File: src/rtl/fpcvt_seq_if.sv
// Handshake bundle for fpcvt_seq: sample in over in_valid/in_ready, S/E/F/sat out over out_valid/out_ready.
interface fpcvt_seq_if #(
  parameter int DW = 12,
  parameter int EW = 3,
  parameter int FW = 4
);
  logic                 in_valid;
  logic                 in_ready;
  logic signed [DW-1:0] D;
  logic                 out_valid;
  logic                 out_ready;
  logic                 S;
  logic [EW-1:0]        E;
  logic [FW-1:0]        F;
  logic                 sat;

  modport master (
    output in_valid, D, out_ready,
    input  in_ready, out_valid, S, E, F, sat
  );

  modport slave (
    input  in_valid, D, out_ready,
    output in_ready, out_valid, S, E, F, sat
  );
endinterface

File: src/rtl/fpcvt_seq.sv
// Sequential linear-to-float converter: normalises one bit per clock into S, E, F (value = F*2^E).
// FPCVT_ROUND_EN selects round-half-up on the last shifted-out bit; otherwise the significand is truncated.
module fpcvt_seq #(
  parameter int DW = 12,
  parameter int EW = 3,
  parameter int FW = 4
) (
  input  logic         clk,
  input  logic         rst,
  fpcvt_seq_if.slave   bus
);
  localparam logic [EW:0]          EMAX_C = (EW+1)'((1 << EW) - 1);
  localparam logic signed [DW-1:0] MINNEG = {1'b1, {(DW-1){1'b0}}};

  typedef enum logic [1:0] {IDLE, NORM, ROUND, DONE} state_t;

  state_t        state, state_nxt;
  logic [DW-1:0] mag;
  logic [EW:0]   ecnt;
  logic          sgn;
  logic          minneg;
  logic          hi_nz;
  logic          s_q, sat_q;
  logic [EW-1:0] e_q;
  logic [FW-1:0] f_q;
  logic [EW:0]   e_rnd;
  logic [FW-1:0] f_rnd;
  logic          sat_rnd;
`ifdef FPCVT_ROUND_EN
  logic          rbit;
  logic [FW:0]   fr;
`endif

  // Most-negative input maps to 2^(DW-1), which still fits as an unsigned DW-bit magnitude.
  function automatic logic [DW-1:0] abs_mag(input logic signed [DW-1:0] x);
    logic signed [DW-1:0] n;
    n = -x;
    return x[DW-1] ? n : x;
  endfunction

`ifdef FPCVT_ROUND_EN
  function automatic logic [FW:0] round_frac(input logic [FW-1:0] m, input logic r);
    return {1'b0, m} + {{FW{1'b0}}, r};
  endfunction
`endif

  function automatic logic is_sat(input logic [EW:0] e, input logic mn);
    return (e > EMAX_C) || mn;
  endfunction

  assign hi_nz = |mag[DW-1:FW];

  always_comb begin
    e_rnd   = ecnt;
    f_rnd   = mag[FW-1:0];
`ifdef FPCVT_ROUND_EN
    fr = round_frac(mag[FW-1:0], rbit);
    if (fr[FW]) begin
      f_rnd = {1'b1, {(FW-1){1'b0}}};
      e_rnd = ecnt + (EW+1)'(1);
    end else begin
      f_rnd = fr[FW-1:0];
    end
`endif
    sat_rnd = is_sat(e_rnd, minneg);
  end

  always_ff @(posedge clk or posedge rst) begin
    if (rst) state <= IDLE;
    else     state <= state_nxt;
  end

  always_comb begin
    state_nxt = state;
    case (state)
      IDLE:    if (bus.in_valid)  state_nxt = NORM;
      NORM:    if (!hi_nz)        state_nxt = ROUND;
      ROUND:                      state_nxt = DONE;
      DONE:    if (bus.out_ready) state_nxt = IDLE;
      default:                    state_nxt = IDLE;
    endcase
  end

  always_ff @(posedge clk or posedge rst) begin
    if (rst) begin
      mag    <= '0;
      ecnt   <= '0;
      sgn    <= 1'b0;
      minneg <= 1'b0;
`ifdef FPCVT_ROUND_EN
      rbit   <= 1'b0;
`endif
      s_q    <= 1'b0;
      e_q    <= '0;
      f_q    <= '0;
      sat_q  <= 1'b0;
    end else begin
      case (state)
        IDLE: if (bus.in_valid) begin
          sgn    <= bus.D[DW-1];
          mag    <= abs_mag(bus.D);
          ecnt   <= '0;
          minneg <= (bus.D == MINNEG);
`ifdef FPCVT_ROUND_EN
          rbit   <= 1'b0;
`endif
        end
        NORM: if (hi_nz) begin
          mag  <= mag >> 1;
          ecnt <= ecnt + (EW+1)'(1);
`ifdef FPCVT_ROUND_EN
          rbit <= mag[0];
`endif
        end
        // Result registers update only here, so DONE holds them stable under backpressure.
        ROUND: begin
          s_q   <= sgn;
          e_q   <= sat_rnd ? '1 : e_rnd[EW-1:0];
          f_q   <= sat_rnd ? '1 : f_rnd;
          sat_q <= sat_rnd;
        end
        default: ;
      endcase
    end
  end

  assign bus.in_ready  = (state == IDLE);
  assign bus.out_valid = (state == DONE);
  assign bus.S         = s_q;
  assign bus.E         = e_q;
  assign bus.F         = f_q;
  assign bus.sat       = sat_q;
endmodule
File: src/flat_wrapper.sv
// flat-port wrapper written by rule: the top's interface ports become plain ports
module fpcvt_seq_flat 
#(
  parameter int DW = 12,
  parameter int EW = 3,
  parameter int FW = 4
)
  (clk, rst, bus_in_valid, bus_D, bus_out_ready, bus_in_ready, bus_out_valid, bus_S, bus_E, bus_F, bus_sat);
  fpcvt_seq_if #(.DW(DW), .EW(EW), .FW(FW)) bus_i ();
  input  logic clk;
  input  logic rst;
  input wire logic [$bits(bus_i.in_valid)-1:0] bus_in_valid;
  input wire logic [$bits(bus_i.D)-1:0] bus_D;
  input wire logic [$bits(bus_i.out_ready)-1:0] bus_out_ready;
  output wire logic [$bits(bus_i.in_ready)-1:0] bus_in_ready;
  output wire logic [$bits(bus_i.out_valid)-1:0] bus_out_valid;
  output wire logic [$bits(bus_i.S)-1:0] bus_S;
  output wire logic [$bits(bus_i.E)-1:0] bus_E;
  output wire logic [$bits(bus_i.F)-1:0] bus_F;
  output wire logic [$bits(bus_i.sat)-1:0] bus_sat;
  assign bus_i.in_valid = bus_in_valid;
  assign bus_i.D = bus_D;
  assign bus_i.out_ready = bus_out_ready;
  assign bus_in_ready = bus_i.in_ready;
  assign bus_out_valid = bus_i.out_valid;
  assign bus_S = bus_i.S;
  assign bus_E = bus_i.E;
  assign bus_F = bus_i.F;
  assign bus_sat = bus_i.sat;
  fpcvt_seq #(.DW(DW), .EW(EW), .FW(FW)) u_core (.clk(clk), .rst(rst), .bus(bus_i));
endmodule
File: config.mk
export PLATFORM = sky130hd
export DESIGN_NAME = fpcvt_seq_flat
export DESIGN_NICKNAME = d
export VERILOG_FILES = /design/src/rtl/fpcvt_seq_if.sv /design/src/rtl/fpcvt_seq.sv /design/src/flat_wrapper.sv
export SDC_FILE = /design/constraint.sdc
export NUM_CORES = 1
export LEC_CHECK = 0
export CAP_MARGIN = 15
export CELL_PAD_IN_SITES_DETAIL_PLACEMENT = 1
export CELL_PAD_IN_SITES_GLOBAL_PLACEMENT = 1
export CORE_ASPECT_RATIO = 0.8
export CORE_UTILIZATION = 35
export CTS_BUF_LIST = sky130_fd_sc_hd__clkbuf_4 sky130_fd_sc_hd__clkbuf_8
export DETAILED_ROUTE_END_ITERATION = 8
export PLACE_DENSITY = 0.74
export SLEW_MARGIN = 20
export SYNTH_ARGS = -nofsm -noshare
export SYNTH_HDL_FRONTEND = slang
export SYNTH_SLANG_ARGS = --single-unit
File: constraint.sdc
create_clock -name clk -period 2 [get_ports clk]
set_input_delay 0.4 -clock clk [delete_from_list [all_inputs] [get_ports clk]]
set_output_delay 0.4 -clock clk [all_outputs]
set_load 0.02 [all_outputs]
* Yosys cells after proc, flatten, opt, wreduce, memory -nomap -nowiden
Cells that the tools add are included.
** Word-level totals
- Bits in registers :: 29
- Output and inout port bits :: 11
- Word-level logic and storage cells :: 40
** Cells by class
- $add $sub $neg :: 2
- Magnitude comparators :: 1
- Eq/ne operators :: 8
- Muxes and demuxes :: 13
- Reduce and logical (&&, ||, !) cells :: 7
** Operators with widths (count)
- 2-to-1 mux 12 bit :: 3
- case mux 12 bit (2 select lines) :: 1
- equality test 12 bit, second input constant :: 1
- 2-to-1 mux 4 bit :: 3
- negation 12 bit :: 1
- case mux 2 bit (4 select lines) :: 1
- case mux 4 bit (2 select lines) :: 1
- OR reduction 8 bit :: 1
- 2-to-1 mux 2 bit :: 3
- != test 2 bit, second input constant :: 3
- AND reduction 3 bit :: 2
- adder 4 x 1 -> 4 bit, second input constant :: 1
- equality test 2 bit, second input constant :: 2
- greater-than comparator 4 x 3 -> 1 bit, second input constant :: 1
- 2-to-1 mux 3 bit :: 1
- equality test 2 x 1 -> 1 bit, second input constant :: 1
- logical NOT 2 bit :: 1
- != test 2 x 1 -> 1 bit, second input constant :: 1
- AND reduction 2 bit :: 1
- nonzero test 2 bit :: 1
- logical OR 1 bit :: 1

* Longest topological paths before layout
Gate-level depths: netlist (run 1).
- Depth after elaboration :: 4
- Mapped depth :: 8

* Least setup slack after synthesis (run 1)
Ideal clock, no wire load.
- Path type :: register to register
- Start :: register u_core.state[0]
- End :: register u_core.mag[10]
- Library setup time :: 0.130 ns
- Data arrival time :: 1.783 ns
- Required time :: 1.870 ns
- Setup slack :: 0.088 ns
- Stages on the path, launching flop included :: 9
- Path buffers :: 2
- Clock period less this slack :: 1.912 ns
- Cell sequence :: dfrtp_1 inv_1 ha_1 buf_2 nor2b_1 a311o_1 buf_2 a32oi_1 o21ai_0
** On the way
- Longest elaborated chain between the ends :: 3
** Ends and longest elaborated chain
- from (decl) :: line fpcvt_seq.sv:17 : state_t state, state_nxt;
- from (signal assigned) :: line fpcvt_seq.sv:70 : else state <= state_nxt;
- logical NOT 2 bit *
- via bus_in_ready :: line flat_wrapper.sv:15 : output wire logic [$bits(bus_i.in_ready)-1:0] bus_in_ready;
- != test 2 bit (no line) / nonzero test 2 bit (equally long branches)
- AND reduction 3 bit (no line)
- to (signal assigned) :: line fpcvt_seq.sv:101 : mag <= abs_mag(bus.D);
- to (signal assigned) :: line fpcvt_seq.sv:109 : mag <= mag >> 1;
- to (decl) :: line fpcvt_seq.sv:18 : logic [DW-1:0] mag;
Mark *: on every way through the listed nets, which the timed path passes. The rest lies on a longest branch.
A chain may end at the register's enable or synchronous reset.

* Worst setup path after layout (run 1)
- Start :: register u_core.state[1]
- End :: output bus_out_valid
** On the way
- Longest elaborated chain between the ends :: 1
** Ends and longest elaborated chain
- equality test 2 bit :: line fpcvt_seq.sv:128 : assign bus.out_valid = (state == DONE);
- to (decl) :: line flat_wrapper.sv:16 : output wire logic [$bits(bus_i.out_valid)-1:0] bus_out_valid;
No other way between the ends.

==> impl_metrics.ini, run 1 <==
[run_status]
status = complete, no violations

[die]
core_um2 = 4680
core.rowCount = 22
die_w_um = 80.8
ios = 27
die_h_um = 65.0
dieArea_um2 = 5250
initial_core_util_pct = 37.1

[routing]
first_pass_iters = 4
antenna_left = 0
drc = 0
vias = 1537
drt-total-wl_um = 4330
drt_iter0_drc = 43
vias_per_cell = 5.30
wire_per_inst_um = 14.9

[job]
cap_viol_max_count = 0

[worst_setup_path]
worstPathArrival_ns = 1.48
crit_fanout = 4
reg2reg_slack_ns = 0.19
start_kind = flop
worstPathRequired_ns = 1.60
worstSetupPathType = flop to output pin
critPathCaptureType = output pin

[synthesis]
async_flop_share_pct = 100
syn_nets = 209
synth_flop_cell = dfrtp_1
synth_enable_flop_cells = 0
yosysWarnings = 0
synth.avg_cell_area_um2 = 9.29
synth-seq-cells = 29
synthCells = 187
synth.distinct_cells = 45
syn_area_um2 = 1740
ys_seq_area_share_pct = 41.8

[sta]
rsz0062_at_grt = false
fin_ws_ns = 0.119
setup_tns_ns = 0
hold_viol = 0
skew_ns = 0.00504
setup-violations-final = 0
timing.final.crit_share_pct = 94.1
slew_violations = 0
finalCriticalPeriod_ns = 1.88
tightest_slew_ns = 0.467
slew_headroom_pct = 68.8
fmax_mhz = 532

[place]
place_inst = 282
dp_hpwl_um = 3250
place.gp.congestion = 0.793
place_ws_ns = -0.0461
port_buffers = 26

[layout]
final_common_cell = dfrtp_1
layout_common_cells = 29 x dfrtp_1, 25 x clkdlybuf4s50_1, 22 x nor2_1, 18 x buf_4, 15 x nand2_1
post-route-util_pct = 48.5
syn2layout_area_growth_pct = 30.8
antenna_cells = 0
nets = 251
fill_cells = 589
stdcell_count = 290
drive_above_1_share_pct = 17.4

[clock_tree]
clk_pin_slew_ns = 0.06
cts-htree-levels = 2
numCtsBuffers = 5
clkLatencyLatePin_ns = 0.28
cts.path.max_buffers = 2
cts-root-buf = clkbuf_8
cts_tree = done
clock-sinks = 29

[grt]
gr-usage-all-layers_pct = 19.4
grt_overflow_total = 0
grt_pass1_vias = 1614
grt_max_degree = 30
antenna_found_initial = 0
grt_pass1_wl_um = 7640

[pwr]
p_leak_uw = 0.000997
ir_drop_v = 0.000619
powerDensity_nw_per_um2 = 1490

[worst_hold_path]
holdCritPathClass = flop to flop
-- metal layers --
metal	part of all wire [%]	wire, µm	vias up	GRT usage (%)
li1	-	-	758	-
met5	0	0	-	0
met3	2.6	112	8	3.38
met1	50	2150	748	25.1
met4	1.4	60	0	6.03
met2	46	2010	23	32.7
-- per-stage QoR --
stage               total power [µW]  hold slack [ns]  cell area [µm²]
floorplan                       2210            0.440             1740
global placement                2820            0.459             2170
detailed placement              2880            0.469             2170
CTS                             3440            0.483             2270
global route                    3700            0.510             2270
finish                          3390            0.481             2270
-- cell type report --
cell class	count	area, µm²	area share, %
Clock buffer	7	96.3	4.24
Clock inverter	1	5.00	0.220
Inverter	8	30.0	1.32
Multi-Input combinational cell	141	945	41.6
Sequential cell	29	726	32.0
Tap cell	60	75.1	3.31
Timing Repair Buffer	44	394	17.4
-- repair_timing --
item                       in CTS  in global routing
hold buffers                    0                  0
setup endpoints to repair       1                  2
pin swaps                       0                  0
buffers inserted                0                  0
gates resized for setup         1                  1
-- worst max-delay path, stage by stage (launching register included) --
cell	delay, ns
dfrtp_1	0.40
ha_1	0.19
clkdlybuf4s50_1	0.60
-- kinds of logic after synthesis --
group | Yosys count | share of synthesized area [%]
adders and majority gates | 6 | 4.32
and+or+nand+nor | 71 | 21.9
xor gates and xnor gates | 5 | 2.52
AOI/OAI and AO/OA | 48 | 18.7
muxes | 11 | 6.84
buffers and inverters | 17 | 3.89
DFF | 29 | 41.8
-- synth_stat cells (all sizes together), types with 3 or more instances --
| library cell | count | area, µm² |
|---|---|---|
| a21oi | 9 | 45.0 |
| a31oi | 4 | 25.0 |
| buf | 3 | 15.0 |
| clkbuf | 6 | 22.5 |
| dfrtp | 29 | 726 |
| ha | 6 | 75.1 |
| inv | 8 | 30.0 |
| mux2 | 4 | 48.8 |
| mux2i | 7 | 70.1 |
| nand2 | 15 | 56.3 |
| nand2b | 5 | 31.3 |
| nand3 | 5 | 30.0 |
| nor2 | 22 | 82.6 |
| nor3 | 6 | 30.0 |
| nor4 | 4 | 40.0 |
| o21ai | 15 | 86.3 |
| o31ai | 5 | 37.5 |
| xnor2 | 5 | 43.8 |
-- worst paths after layout --
path,start,to,depth (start not counted)
max,u_core.state[1]$_DFFE_PP0P_,bus_out_valid,2
min,u_core.minneg$_DFFE_PP0P_,u_core.minneg$_DFFE_PP0P_,2
max reg2reg,u_core.state[0]$_DFFE_PP0P_,u_core.mag[1]$_DFFE_PP0P_,7
min reg2reg,u_core.minneg$_DFFE_PP0P_,u_core.minneg$_DFFE_PP0P_,2
max in group asynchronous,rst,u_core.state[0]$_DFFE_PP0P_,3
min in group asynchronous,rst,u_core.sgn$_DFFE_PP0P_,3
-- sequential cells by signal (all words and copies together), names as in the netlist, 2 cells and up --
signal and cells:
u_core.state 2, u_core.e_rnd 4, u_core.bus.F 4, u_core.mag 12, u_core.bus.E 3
-- power breakdown --
part	total, µW	internal, µW	leakage [µW]	switching [µW]
clock network	539	310	0.0000542	228
registers	1050	838	0.000351	210
logic	1810	848	0.000592	960
(Power assumes the default switching activity.)
==> run 2: changes to the inputs <==
Settings changed: PLACE_DENSITY 0.74 to 0.76.
Clock period 2 ns to 1.62 ns, I/O delays scaled along.
==> impl_metrics.ini, run 2 (synthesis results as in run 1) <==
[layout]
syn2layout_area_growth_pct = 58.0
design_area_um2 = 2740
layout_common_cells = 54 x buf_4, 29 x dfrtp_1, 22 x nor2_1, 18 x clkdlybuf4s50_1, 11 x nand2_1
largest-register = u_core.mag
final_common_cell = buf_4
drive_above_1_share_pct = 38.6
nets = 293
largest_register_ffs = 12
antenna_cells = 0

[pwr]
p_leak_uw = 0.00128
powerDensity_nw_per_um2 = 1950
ir_drop_v = 0.000910

[worst_setup_path]
worstPathRequired_ns = 1.79
critPathCaptureType = flop
worstPathArrival_ns = 1.91
start_kind = flop
crit_fanout = 3
worstSetupPathType = flop to flop

[routing]
drt-total-wl_um = 6070
wirelength_met1_um = 2720
dr_wl_met3_um = 158
antenna_left = 0
drc = 0
drt_iter0_drc = 100
wire_per_inst_um = 18.3
highest_layer = met4
vias = 1795
route.met2.wl_um = 3140
vias_per_cell = 5.41
first_pass_iters = 4

[place]
port_buffers = 26
place.gp.congestion = 0.799
dp_hpwl_um = 3920
placed_area_um2 = 2440
place_ws_ns = -0.370

[sta]
fin_ws_ns = -0.116
finalCriticalPeriod_ns = 1.74
slew_headroom_pct = 66.9
slew_violations = 0
setup-violations-final = 8
skew_ns = 0.00546
hold_slack_ns = 0.488
tightest_slew_ns = 0.492
fmax_mhz = 576
hold_viol = 0
timing.final.crit_share_pct = 107
rsz0062_at_grt = true

[clock_tree]
numCtsBuffers = 5
clkLatencyLatePin_ns = 0.28
cts_tree = done
cts-root-buf = clkbuf_8
cts.path.max_buffers = 2
clock-sinks = 29
clk_pin_slew_ns = 0.07
cts-htree-levels = 2

[run_status]
status = finished, violations left
violations = negative setup slack

[grt]
gr-usage-all-layers_pct = 23.2
grt_overflow_total = 0
antenna_found_initial = 0
grt_pass1_vias = 1801
grt_max_degree = 30
grt_pass1_wl_um = 9030

[job]
cap_viol_max_count = 0

[worst_hold_path]
holdCritPathClass = primary input to async pin

[die]
ios = 27
core.rowCount = 22
die_w_um = 80.8
initial_core_util_pct = 37.1
dieArea_um2 = 5250
core_um2 = 4680
die_h_um = 65.0
run 2: changes by cell type in the layout (fill, tap and decap cells not counted), sizes merged:
cell / change
dlymetal6s2s: +5
clkbuf: +2
clkdlybuf4s50: -7
buf: +42
run 2: where the power goes:
part / switching (µW) / internal [µW]
Combinational: 1650 / 1730
Clock: 293 / 384
Sequential: 261 / 1030
run 2: critical path, cell delays in order, from the launching register on:
cell and delay, ns:
dfrtp_1 0.41, or4_4 0.59, o21ai_4 0.20, nand3_2 0.11
mux2_4 0.31
run 2: path summary, 6_finish.rpt:
kind / start / end / slack (ns) / cells after the start
worst max register to register: u_core.mag[5]$_DFFE_PP0P_ / u_core.state[1]$_DFFE_PP0P_ / -0.12 / 4
worst min register to register: u_core.mag[0]$_DFFE_PP0P_ / u_core.mag[0]$_DFFE_PP0P_ / 0.50 / 2
worst min-delay path: rst / u_core.bus.S$_DFFE_PP0P_ / 0.49 / 3
worst max-delay path: u_core.mag[5]$_DFFE_PP0P_ / u_core.state[1]$_DFFE_PP0P_ / -0.12 / 4
min in group clk: bus_D[0] / u_core.mag[0]$_DFFE_PP0P_ / 0.50 / 4
max in group asynchronous: rst / u_core.mag[5]$_DFFE_PP0P_ / 0.85 / 3
run 2: layer usage:
| metal | vias up | global-route usage (%) |
|---|---|---|
| met4 | 0 | 5.36 |
| li1 | 842 | - |
| met3 | 6 | 4.79 |
| met1 | 913 | 30.5 |
| met5 | - | 0 |
| met2 | 34 | 38.9 |
run 2: final cells by class:
type | count | area [µm²]
well taps | 60 | 75.1
fillers | 525 | 1940
inverters | 8 | 30.0
clock buffers | 7 | 96.3
multi-input cells | 141 | 1060
flip-flops and latches | 29 | 726
clock inverters | 1 | 5.00
repair buffers | 86 | 751
run 2: what timing repair did:
item,CTS,global route
cloned,1,1
endpoints found under the setup margin,15,20
hold buffers,0,0
setup buffers,6,2
pin swaps,5,3
resized for setup,25,19
run 2: per-stage QoR:
stage                     TNS [ns]  total power, µW  util [%]  cells
after floorplan             -0.240             2830         -    187
after global placement       -2.56             3890      52.2    314
after detailed placement     -3.36             4030      52.2    314
after CTS                   -0.291             5020      56.7    329
after global routing         -1.46             5690      58.6    332
final                       -0.491             5350      58.6    332
